## src/rtl/enc8to3_seq.sv

```systemverilog
// Sequential 8-to-3 encoder: captures a request vector and emits one index per handshake.
// Optional out_cnt popcount port is enabled by defining ENC_CNT_EN.
module enc8to3_seq #(
    parameter bit PRIO_HIGH = 1'b1
) (
    input  logic       clk,
    input  logic       rst,
    input  logic       en,
    input  logic [7:0] in,
    input  logic       in_valid,
    output logic       in_ready,
    output logic [2:0] out,
    output logic       out_valid,
    input  logic       out_ready,
    output logic       out_last,
    output logic       busy
`ifdef ENC_CNT_EN
    ,
    output logic [3:0] out_cnt
`endif
);

    typedef enum logic {IDLE = 1'b0, EMIT = 1'b1} state_t;

    state_t     state, state_nxt;
    logic [7:0] pending, pending_nxt;
    logic       onehot;

    // Later matches overwrite earlier ones, so scan order picks the winner.
    function automatic logic [2:0] pick(input logic [7:0] v);
        logic [2:0] idx;
        idx = 3'd0;
        if (PRIO_HIGH) begin
            for (int i = 0; i < 8; i++)
                if (v[i]) idx = 3'(i);
        end else begin
            for (int i = 7; i >= 0; i--)
                if (v[i]) idx = 3'(i);
        end
        return idx;
    endfunction

    function automatic logic [3:0] popcnt(input logic [7:0] v);
        logic [3:0] c;
        c = 4'd0;
        for (int i = 0; i < 8; i++)
            c = c + 4'(v[i]);
        return c;
    endfunction

    // pending is zero whenever IDLE, so out decodes to 0 there.
    assign out       = pick(pending);
    assign onehot    = (pending != 8'h00) && ((pending & (pending - 8'd1)) == 8'h00);
    assign out_valid = (state == EMIT);
    assign busy      = (state == EMIT);
    assign out_last  = (state == EMIT) && onehot;
    assign in_ready  = en && (state == IDLE);

    always_comb begin
        state_nxt   = state;
        pending_nxt = pending;
        case (state)
            IDLE: begin
                if (in_valid && in_ready && (in != 8'h00)) begin
                    pending_nxt = in;
                    state_nxt   = EMIT;
                end
            end
            EMIT: begin
                if (out_ready) begin
                    pending_nxt = pending & ~(8'd1 << out);
                    if (onehot) state_nxt = IDLE;
                end
            end
            default: state_nxt = IDLE;
        endcase
    end

    always_ff @(posedge clk) begin
        if (rst) begin
            state   <= IDLE;
            pending <= 8'h00;
        end else begin
            state   <= state_nxt;
            pending <= pending_nxt;
        end
    end

`ifdef ENC_CNT_EN
    // Loaded on every acceptance, including dropped all-zero vectors.
    always_ff @(posedge clk) begin
        if (rst)
            out_cnt <= 4'd0;
        else if (in_valid && in_ready)
            out_cnt <= popcnt(in);
    end
`endif

endmodule

```

## config.mk

```make
export PLATFORM = sky130hd
export DESIGN_NAME = enc8to3_seq
export DESIGN_NICKNAME = d
export VERILOG_FILES = /design/src/rtl/enc8to3_seq.sv
export SDC_FILE = /design/constraint.sdc
export NUM_CORES = 1
export LEC_CHECK = 0
export CAP_MARGIN = 40
export CORE_UTILIZATION = 40
export DETAILED_ROUTE_END_ITERATION = 10
export GPL_TIMING_DRIVEN = 0
export MAX_ROUTING_LAYER = met4
export PLACE_DENSITY_LB_ADDON = 0.25
export SKIP_CTS_REPAIR_TIMING = 1
export SYNTH_ARGS = -nofsm -noshare
export SYNTH_HDL_FRONTEND = slang
export SYNTH_SLANG_ARGS = --single-unit
```

## constraint.sdc

```tcl
create_clock -name clk -period 1.3 [get_ports clk]
set_input_delay 0.13 -clock clk [delete_from_list [all_inputs] [get_ports clk]]
set_output_delay 0.13 -clock clk [all_outputs]
set_load 0.005 [all_outputs]
```

; After elaboration in Yosys (flattened, before gate mapping)
; Cells that the tools add are included.
[word_totals]
ff_bits = 9
[classes]
n_addsub = 1
n_eq_ne = 2
shift = 1
n_mux = 14
bitwise = 4
n_reduce_logical = 9
[ops]
columns = cell, count
row1 = 8-bit bitwise AND, 2
row2 = 8-bit 2-to-1 mux, 2
row3 = 8-bit one-hot mux with 2 select lines, 1
row4 = 8-bit nonzero test, 2
row5 = 3-bit 2-to-1 mux, 4
row6 = 8-bit zero test, 1
row7 = 8-bit inverter, 1
row8 = 1-bit by 3-bit << shifter with 8-bit output (first input constant), 1
row9 = 8-bit by 1-bit subtractor with 8-bit output (second input constant), 1
row10 = 1-bit logical AND, 5
row11 = 1-bit 2-to-1 mux, 4
row12 = 2-bit 2-to-1 mux, 2
row13 = 2-bit by 1-bit inequality test with 1-bit output (second input constant), 1
row14 = 2-bit inequality test (second input constant), 1
row15 = 1-bit one-hot mux with 2 select lines, 1
row16 = 2-bit AND reduction, 1
row17 = 1-bit inverter, 1

; Longest topological paths before layout
[logic_depth]
word_depth = 12
depth_mapped = 6
depth_no_buf = 5

; Worst setup path before layout
; Ideal clock, no wire load.
[synth_path]
path_type = register to output
from = register pending[4]
to = output port out_last
t_arrival_ns = 1.255
required_ns = 1.170
slack_ns = -0.085
stages_incl_launch_ff = 6
n_path_buf = 1
cell_sequence = dfxtp_1 clkbuf_2 nor4_2 nor2_1 o31ai_2 nor3b_2
[synth_via]
elab_chain_cells = 5
elab_cells_between_ends = 6
classes_between = add/sub: 1 / bitwise: 1 / reduce/logical: 4
[synth_lines]
columns = item, line
row1 = start: declaration, 26  ; logic [7:0] pending, pending_nxt;
row2 = start signal: assignment, 85  ; pending <= pending_nxt;
row3 = 8-bit by 1-bit subtractor with 8-bit output, 53  ; assign onehot = (pending != 8'h00) && ((pending & (pending - 8'd1)) == 8'h00);
row4 = 8-bit bitwise AND, 53
row5 = 8-bit zero test, 53
row6 = 1-bit logical AND (*), 53
row7 = 1-bit logical AND (*), 56  ; assign out_last = (state == EMIT) && onehot;
row8 = end: declaration, 15  ; output logic out_last,
; Every way passes the cells marked *; elsewhere a longest branch is shown, timed or not.

; Worst setup path in the final report
; Same ends and word-level chain as after synthesis.

==> results.sh <==
export IMPL_finalClockSkew_ps=4.301
export IMPL_setup_slack_ps=-459.6
export IMPL_max_slew_margin_rel_pct=65.88
export IMPL_grt_max_degree=11
export IMPL_peakVddDrop_uv=717.3
export IMPL_post_drt_wl_per_cell_um=17.65
export IMPL_drt_iter0_drc=48
export IMPL_seqPwrFrac_pct=34.8
export IMPL_layout_drive_gt1_share_pct=46.49
export IMPL_synth_top_family_by_area="compound AO/OA/AOI/OAI gates"
export IMPL_placed_area_sq_um=850.8
export IMPL_dp_worst_setup_slack_ps=-612.8
export IMPL_power_mw=0.9345
export IMPL_critPathCaptureType="output pin"
export IMPL_cp_top_family="simple AND/OR/NAND/NOR gates"
export IMPL_synthTopCellsByCount="10 x a21oi_1, 9 x dfxtp_1, 9 x nand2_1"
export IMPL_p_clk_share_pct=23.9
export IMPL_finalSetupViolCount=13
export IMPL_clkLatencyLatePin_ps=270
export IMPL_n_antenna_cell=0
export IMPL_first_global_vias=679
export IMPL_failed_checks="negative setup slack"
export IMPL_synth_cell_type_count=31
export IMPL_cp_cell_sequence="nor4_4 > nor2_1 > o31ai_2 > nor3b_2 > buf_2"
export IMPL_drc=0
export IMPL_grtUsageTotal_pct=22.59
export IMPL_synthTopCellsByArea="dfxtp_1 29%, a21oi_1 8.0%, nand2_1 5.4%"
export IMPL_swShare_pct=35.35
export IMPL_cp_start_kind="flip-flop"
export IMPL_cts_tree="yes"
export IMPL_hold_path_class="primary input to flip-flop"
export IMPL_crit_buf_inv=1
export IMPL_synthFlopType="dfxtp_1"
export IMPL_vias=799
export IMPL_synthSimpleGateAreaFrac_pct=26.75
export IMPL_detail_route_antenna_nets=0
export IMPL_cp_required_ps=1170
export IMPL_intPower_mw=0.6041
export IMPL_rows=13
export IMPL_crit_arrival_ps=1630
export IMPL_start_util_pct=45.34
export IMPL_powerDensity_nw_per_um2=852.6
export IMPL_yosys_cell_count_top_type="a21oi_1"
export IMPL_cts_buffers=3
export IMPL_wl_um=2277
export IMPL_core_area_sq_um=1383
export IMPL_synth_ff_latch_count=9
export IMPL_first_pass_iters=4
export IMPL_final_max_slew_viol_count=0
export IMPL_hpwlAfterDp_um=1281
export IMPL_synth_xor_area_share_pct=0
export IMPL_area_growth_pct=74.85
export IMPL_viasPerCell=6.194
export IMPL_async_reset_ff_share_pct=0
export IMPL_cts_sinks=9
export IMPL_design_die_area_sq_um=1729
export IMPL_yosys_warnings=0
export IMPL_crit_path_top_delay_cell="dfxtp_2"
export IMPL_status="finished with violations"
export IMPL_synth_area_sq_um=626.9
export IMPL_syn_num_nets=97
export IMPL_post_route_min_period_ps=1760
export IMPL_fin_nets=128
export IMPL_overflow=0
export IMPL_worstMarginPinSlew_ps=511.8
export IMPL_fillers=91
export IMPL_grt_pass1_wl_um=2898
export IMPL_critPathKind="flip-flop to output pin"
export IMPL_synth_area_per_cell_sq_um=7.463
export IMPL_muxShareOfSynthArea_pct=1.597
export IMPL_clockRootBuffer="clkbuf_4"
export IMPL_clock_fmax_mhz=568.3
export IMPL_cpPeakStageDelay_ps=370
export IMPL_ys_seq_area_share_pct=28.74
export IMPL_static_leakage_power_nw=0.4807
export IMPL_yosys_area_top_type="dfxtp_1"
export IMPL_crit_fanout=7
export IMPL_portBuffers=18
export IMPL_hold_violations=0
export IMPL_synthAdderAreaFrac_pct=0
export IMPL_fin_area_sq_um=1096
export IMPL_die_h_um=41.59
export IMPL_clkTransAtPathRegs_ps=60
export IMPL_maxCapViolations=0
export IMPL_syn_inst=84
export IMPL_ios=20
export IMPL_synth_edf_count=0
export IMPL_rsz0062_at_grt="true"
export IMPL_setup_tns_ps=-1525
export IMPL_power_switching_mw=0.3304
export IMPL_synthDominantCellAreaShare_pct=28.74
export IMPL_synth_compound_area_share_pct=34.93
export IMPL_period_share_pct=135.4
export IMPL_final_util_pct=79.28
export IMPL_antenna_found_initial=0
export IMPL_p_comb_share_pct=41.3
export IMPL_gp_congestion=0.8999
export IMPL_dieWidth_um=41.59
export IMPL_cts_htree_levels=1
export IMPL_cts_buffer_depth=2
==> cells in the final DEF, fill, tap and decap left out, types with 2 or more instances in the layout <==
cell type        Yosys  routed
dlymetal6s2s_1       0      10
a21oi_1             10       7
buf_4                1       7
nand2_1              9       6
dfxtp_4              0       6
nor2_1               8       5
buf_6                1       5
clkdlybuf4s50_1      0       5
inv_1                5       3
a21oi_2              1       3
nor2_4               0       3
nor4_4               0       3
nand3_1              3       3
nand3b_1             3       3
nand2_2              0       3
a31oi_1              3       3
clkbuf_4             0       3
dfxtp_2              0       3
o21a_1               2       2
inv_2                0       2
o31a_1               2       2
o21ai_0              6       2
o31ai_2              1       2
o211ai_1             2       2
o21ai_1              0       2
o21ai_2              0       2
a311oi_2             0       2
clkbuf_2             1       2
==> area by class of cell <==
class                           instances  area (sq um)  share of cell area, %
Timing Repair Buffer                   27         272.8                  24.89
Tap cell                               15         18.77                  1.712
Multi-Input combinational cell         65         523.0                  47.72
Inverter                                5         18.77                  1.712
Clock buffer                            4         26.28                  2.397
Buffer                                  4         30.03                  2.740
Sequential cell                         9         206.4                  18.84
==> kinds of logic after synthesis <==
logic type,count (synthesis)
compound gates,33
simple gates,31
buf+inv,10
flops,9
mux,1
==> power by group through the flow <==
| stage | logic [mW] | clock network, mW | registers [mW] |
|---|---|---|---|
| 2_1_floorplan | 0.167 | 0 | 0.317 |
| 3_3_place_gp | 0.287 | 0 | 0.321 |
| 3_5_place_dp | 0.288 | 0 | 0.322 |
| 4_1_cts | 0.291 | 0.225 | 0.316 |
| 5_1_grt | 0.412 | 0.238 | 0.327 |
| 6_report | 0.386 | 0.223 | 0.325 |
==> sequential cells by signal, indices dropped and copies added, names as in the netlist <==
signal / cells
busy: 1
pending: 8
==> through the flow <==
step                hold slack (ps)  std cells
finish                        191.1        129
global route                  192.7        129
CTS                           254.7        121
detailed placement            530.5        117
global placement              518.7        117
floorplan                     238.7         84
==> tightest hold or removal path, cell delays in order <==
cell	delay [ps]
dlymetal6s2s_1	160
nand2_1	70
a21oi_1	60
==> worst paths after layout <==
| path | startpoint | slack (ps) | end | cells past startpoint |
|---|---|---|---|---|
| hold / removal | in[7] | 190 | pending[7] | 3 |
| setup reg to reg | pending[4] | -130 | pending[0] | 5 |
| hold reg to reg | pending[1] | 560 | pending[1] | 2 |
| setup / recovery | pending[4] | -460 | out_last | 5 |
==> layer usage <==
| metal | global-route usage (%) | part of all wire, % |
|---|---|---|
| met1 | 27.20 | 41 |
| met2 | 35.31 | 48 |
| met3 | 7.826 | 7.3 |
| met4 | 7.097 | 3.6 |
| met5 | - | 0 |
Power figures use the tool's default switching activity.
